## src/rtl/branch_update_sched.sv

```systemverilog
// Branch update scheduler: queues resolved branches from writeback and serialises
// predictor and BTB updates. Optional statistics counters via BRANCH_UPDATE_STATS_EN.
module branch_update_sched (
  input  logic        clk,
  input  logic        reset_n,
  input  logic        wb_valid,
  input  logic [15:0] wb_pc,
  input  logic [15:0] wb_target,
  input  logic        wb_is_cond,
  input  logic        wb_take_jump,
  input  logic        wb_predict_taken,
  input  logic        wb_predictor,
  input  logic        btb_ready,
  output logic        full,
  output logic        update_branch_history,
  output logic [15:0] resolved_pc,
  output logic        upd_take_jump,
  output logic        upd_predict_taken,
  output logic        upd_predictor,
  output logic        btb_write,
  output logic [15:0] btb_pc,
  output logic [15:0] btb_target,
  output logic        overflow,
  output logic [15:0] mispredict_count,
  output logic [15:0] branch_count
);

  typedef struct packed {
    logic [15:0] pc;
    logic [15:0] target;
    logic        is_cond;
    logic        take_jump;
    logic        predict_taken;
    logic        predictor;
  } entry_t;

  typedef enum logic [1:0] {
    IDLE = 2'd0,
    PRED = 2'd1,
    BTB  = 2'd2
  } state_t;

  entry_t     queue_mem [4];
  logic [1:0] rd_ptr;
  logic [1:0] wr_ptr;
  logic [2:0] count;
  state_t     state;
  state_t     next_state;
  entry_t     head;
  entry_t     wb_entry;
  logic       pop;
  logic       push;
  logic       queue_empty;

  assign head        = queue_mem[rd_ptr];
  assign queue_empty = (count == 3'd0);
  assign full        = (count == 3'd4);
  assign push        = wb_valid && (!full || pop);

  assign wb_entry.pc            = wb_pc;
  assign wb_entry.target        = wb_target;
  assign wb_entry.is_cond       = wb_is_cond;
  assign wb_entry.take_jump     = wb_take_jump;
  assign wb_entry.predict_taken = wb_predict_taken;
  assign wb_entry.predictor     = wb_predictor;

  // Entry storage needs no reset: pointers and count define what is valid
  always_ff @(posedge clk) begin
    if (push) begin
      queue_mem[wr_ptr] <= wb_entry;
    end
  end

  always_ff @(posedge clk or negedge reset_n) begin
    if (!reset_n) begin
      rd_ptr   <= 2'd0;
      wr_ptr   <= 2'd0;
      count    <= 3'd0;
      overflow <= 1'b0;
    end else begin
      if (push) begin
        wr_ptr <= wr_ptr + 2'd1;
      end
      if (pop) begin
        rd_ptr <= rd_ptr + 2'd1;
      end
      if (push && !pop) begin
        count <= count + 3'd1;
      end else if (pop && !push) begin
        count <= count - 3'd1;
      end
      if (wb_valid && !push) begin
        overflow <= 1'b1;
      end
    end
  end

  always_ff @(posedge clk or negedge reset_n) begin
    if (!reset_n) begin
      state <= IDLE;
    end else begin
      state <= next_state;
    end
  end

  // Head stays put during PRED/BTB; pop happens only on the edge that leaves them
  always_comb begin
    next_state            = state;
    pop                   = 1'b0;
    update_branch_history = 1'b0;
    resolved_pc           = 16'h0000;
    upd_take_jump         = 1'b0;
    upd_predict_taken     = 1'b0;
    upd_predictor         = 1'b0;
    btb_write             = 1'b0;
    btb_pc                = 16'h0000;
    btb_target            = 16'h0000;
    case (state)
      IDLE: begin
        if (!queue_empty) begin
          next_state = head.is_cond ? PRED : BTB;
        end
      end
      PRED: begin
        update_branch_history = 1'b1;
        resolved_pc           = head.pc;
        upd_take_jump         = head.take_jump;
        upd_predict_taken     = head.predict_taken;
        upd_predictor         = head.predictor;
        if (head.take_jump) begin
          next_state = BTB;
        end else begin
          pop        = 1'b1;
          next_state = IDLE;
        end
      end
      BTB: begin
        btb_write  = 1'b1;
        btb_pc     = head.pc;
        btb_target = head.target;
        if (btb_ready) begin
          pop        = 1'b1;
          next_state = IDLE;
        end
      end
      default: begin
        next_state = IDLE;
      end
    endcase
  end

`ifdef BRANCH_UPDATE_STATS_EN
  logic [15:0] branch_cnt;
  logic [15:0] mispredict_cnt;

  // Saturating counters, updated once per retired (popped) entry
  always_ff @(posedge clk or negedge reset_n) begin
    if (!reset_n) begin
      branch_cnt     <= 16'h0000;
      mispredict_cnt <= 16'h0000;
    end else if (pop) begin
      if (branch_cnt != 16'hFFFF) begin
        branch_cnt <= branch_cnt + 16'd1;
      end
      if ((head.take_jump != head.predict_taken) && (mispredict_cnt != 16'hFFFF)) begin
        mispredict_cnt <= mispredict_cnt + 16'd1;
      end
    end
  end

  assign branch_count     = branch_cnt;
  assign mispredict_count = mispredict_cnt;
`else
  assign branch_count     = 16'h0000;
  assign mispredict_count = 16'h0000;
`endif

endmodule

```

## config.mk

```make
export PLATFORM = sky130hd
export DESIGN_NAME = branch_update_sched
export DESIGN_NICKNAME = d
export VERILOG_FILES = /design/src/rtl/branch_update_sched.sv
export SDC_FILE = /design/constraint.sdc
export NUM_CORES = 1
export LEC_CHECK = 0
export BUFFER_PORTS_ARGS = -buffer_cell sky130_fd_sc_hd__buf_4
export CAP_MARGIN = 20
export CORE_ASPECT_RATIO = 2
export CORE_MARGIN = 5
export CORE_UTILIZATION = 40
export CTS_CLUSTER_SIZE = 14
export DETAILED_ROUTE_END_ITERATION = 7
export GPL_ROUTABILITY_DRIVEN = 0
export GPL_TIMING_DRIVEN = 0
export PLACE_DENSITY = 0.67
export SLEW_MARGIN = 25
export SYNTH_ARGS = -nofsm -noshare
export SYNTH_HDL_FRONTEND = slang
export SYNTH_SLANG_ARGS = --single-unit
```

## constraint.sdc

```tcl
create_clock -name clk -period 3.3 [get_ports clk]
set_input_delay 0.165 -clock clk [delete_from_list [all_inputs] [get_ports clk]]
set_output_delay 0.165 -clock clk [all_outputs]
set_load 0.01 [all_outputs]
```

==> metrics.md <==
| Metric | Value |
|---|---|
| Status | finished clean |
| Data arrival, critical path | 2.88 ns |
| Commonest non-fill, non-tap cell in the layout | edfxtp_1 |
| Final setup viols | 0 |
| Ys Warns | 0 |
| Final period util | 77.3% |
| I/O Pins | 127 |
| # DRC | 0 |
| Clock Power Share | 26.8% |
| Net Switching | 2.12 mW |
| Post-synthesis compound-gate area fraction | 1.75% |
| Achievable frequency | 0.392 GHz |
| Slew Viols, Final | 0 |
| Post-synth top area cell | edfxtp_1 |
| Starting Density | 40.4% |
| Wire length per cell | 16.6 µm |
| Global-route usage over all layers | 13.3% |
| Worst skew pair latency | 0.41 ns |
| First-pass GRT wire length | 19100 µm |
| Worst Path Max Fanout | 9 |
| Final TNS setup | 0 ns |
| # Post-CTS Setup Buffers | 0 |
| # clock sinks | 154 |
| Drt pass-1 iters | 4 |
| Post-DP HPWL | 8490 µm |
| Routed vias | 3416 |
| Die X | 100 µm |
| Post-synthesis xor/xnor area fraction | 0.674% |
| CTS clk-pin slew, worst paths | 0.06 ns |
| Leakage | 3.31 nW |
| CP Capture Type | flop |
| Antenna viol nets, final | 0 |
| Simple-gate share of the synthesized area | 6.72% |
| Busiest grt layer | met2 |
| Port Buf Inserts | 94 |
| Final hold vios | 0 |
| Gr ovfl total | 0 |
| Vias in the first global route | 3532 |
| Worst setup SP type | flop |
| Initial antenna violation count | 0 |
| Fraction of the mapped netlist area in adder cells | 1.85% |
| Required time worst endpoint | 3.63 ns |
| Drt first-iter violations | 147 |
| Max-cap violation count | 0 |
| Setup Skew | 0.00804 ns |
| Sw frac | 29.8% |
| Seq pwr share | 38.7% |
| Post-Syn Area | 0.00650 mm² |
| Comb power frac | 34.5% |
| Post-synthesis mux area share | 12.8% |
| Share of the synthesized area in the top cell type | 66.5% |
| Relative slew slack | 62.2% |
| Antenna diodes | 0 |
| Core footprint | 0.0161 mm² |
| Most frequent cells in the layout | edfxtp_1 (144), buf_4 (126), and2_1 (50) |
| Clock Tree Root | clkbuf_16 |
| DP Worst Slack | 0.795 ns |
| Int Pwr | 4.98 mW |
| Post-synthesis cell type count | 41 |
| Worst vdd ir | 405 µV |
| Slew @ Worst Pin | 0.567 ns |
| Gate Count Post-Synth | 343 |
| Cell Rows | 66 |
| Drt via density | 4.58 |
| Final worst slack | 0.750 ns |
| Ranking of synthesized cells by area | edfxtp_1 (67%), mux4_2 (12%), and2_1 (5.2%), dfrtp_1 (3.8%), buf_4 (3.7%) |
| Critical path type | flop to flop |
| Met3 track demand over resource | 3.63% |
| Post-Route WL | 12400 µm |
| Avg Inst Size Synth | 19.0 µm² |
| #FFs+latches synth | 154 |
| H-tree levels | 4 |
| Chip height | 190 µm |
| Met1 usage | 16.9% |
| Hold WC Path Type | primary input to asynchronous set/reset pin |
| Die area | 0.0191 mm² |
| CTS tree | done |
| Layout cell share with drive strength beyond 1 | 40.0% |
| RSZ-0062 raised after global routing | no |
| Worst-case clock buffer depth | 2 |
| Nets@finish | 578 |
| Minimum clock period | 2.55 ns |
| Filler Cell Count | 1317 |
| Main combinational cell family by area after synthesis | multiplexers |
| TritonCTS Buffers | 17 |
| Area Overhead vs Synth | 32.9% |
| Met2 Use GR | 22.0% |
| Seq/Total Area, Yosys | 70.4% |
| PwrDens | 822 mW/mm² |
| Pin count of the biggest net entering global routing | 23 |
[cell families after synthesis]
kind of cell	after synthesis
AOI/OAI and AO/OA	13
xor gates and xnor gates	5
adders and majority gates	9
buffers and inverters	53
DFF	154
muxes	38
other	1
and+or+nand+nor	70
[Yosys cell counts, drive strengths merged]
master	count
o211a	1
nand2b	1
mux2i	2
mux4	35
mux2	1
o21ai	3
nand4	2
and2	54
nor2b	1
nor3b	1
o22ai	1
nor4b	1
a32oi	1
a31oi	1
a21bo	1
a21boi	1
or3	1
inv	8
dfrtp	10
buf	39
fa	1
edfxtp	144
xnor2	3
nand2	6
o211ai	1
ha	8
xor2	2
nor2	1
nand3	2
a21o	2
conb	1
a21oi	1
clkbuf	6
[layer usage]
metal | up-vias | share of wire (%)
met4 | 0 | 0.73
met5 | - | 0
met2 | 107 | 51
met1 | 1679 | 42
li1 | 1623 | -
met3 | 7 | 6.6
[power groups by stage]
stage / clock network (mW) / registers, mW / logic [mW]
floorplan: 0 / 2.76 / 1.58
global placement: 0 / 2.79 / 2.36
detailed placement: 0 / 2.79 / 2.46
CTS: 1.94 / 2.75 / 2.51
global route: 2.03 / 2.78 / 2.67
finish: 1.91 / 2.75 / 2.45
[stage by stage]
step	power (mW)	hold slack, ns	utilization [%]	instance area, µm²	std cells
6_report	7.10	0.125	53.7	8640	746
5_1_grt	7.48	0.120	53.7	8640	746
4_1_cts	7.21	0.109	53.7	8640	746
3_5_place_dp	5.25	0.00515	47.6	7670	676
3_3_place_gp	5.16	0.00691	47.1	7580	672
2_1_floorplan	4.35	-0.131	-	6620	374
[final cells by class]
| class | instances | area, µm² | area share, % |
|---|---|---|---|
| Clock buffer | 17 | 425 | 4.92 |
| Sequential cell | 154 | 4570 | 52.9 |
| Multi-Input combinational cell | 167 | 1670 | 19.3 |
| Clock inverter | 15 | 165 | 1.91 |
| Inverter | 8 | 37.5 | 0.434 |
| Tap cell | 204 | 255 | 2.95 |
| Timing Repair Buffer | 136 | 1170 | 13.6 |
| Buffer | 45 | 339 | 3.92 |
[worst max-delay path, stage by stage, from the launching register on]
cell and delay, ns:
dfrtp_1 0.38, inv_1 0.12, ha_1 0.43, a32oi_2 0.19, a31oi_4 0.28, ha_1 0.22, inv_1 0.06, fa_1 0.37
xor2_1 0.16, nor2_1 0.11, xor2_1 0.16
[registers in the layout (all words and copies together) (netlist names)]
register	flops
wr_ptr	2
overflow	1
queue_mem	144
rd_ptr	2
count	3
state	2
[worst paths after layout]
kind / from / end / slack [ns] / cells past startpoint
worst max-delay path: state[0] / count[2] / 0.75 / 10
worst min-delay path: reset_n / state[0] / 0.12 / 2
worst max register to register: state[0] / count[2] / 0.75 / 10
worst min register to register: overflow / overflow / 0.47 / 1
max in group asynchronous: reset_n / wr_ptr[1] / 3.03 / 2
min in group clk: btb_ready / rd_ptr[0] / 0.16 / 4
[timing repair]
action,4_1_cts,5_1_grt
hold buffers,38,0
resized for setup,0,0
endpoints found under the hold margin,155,0
Note: power is estimated with default switching activity, not from simulation.
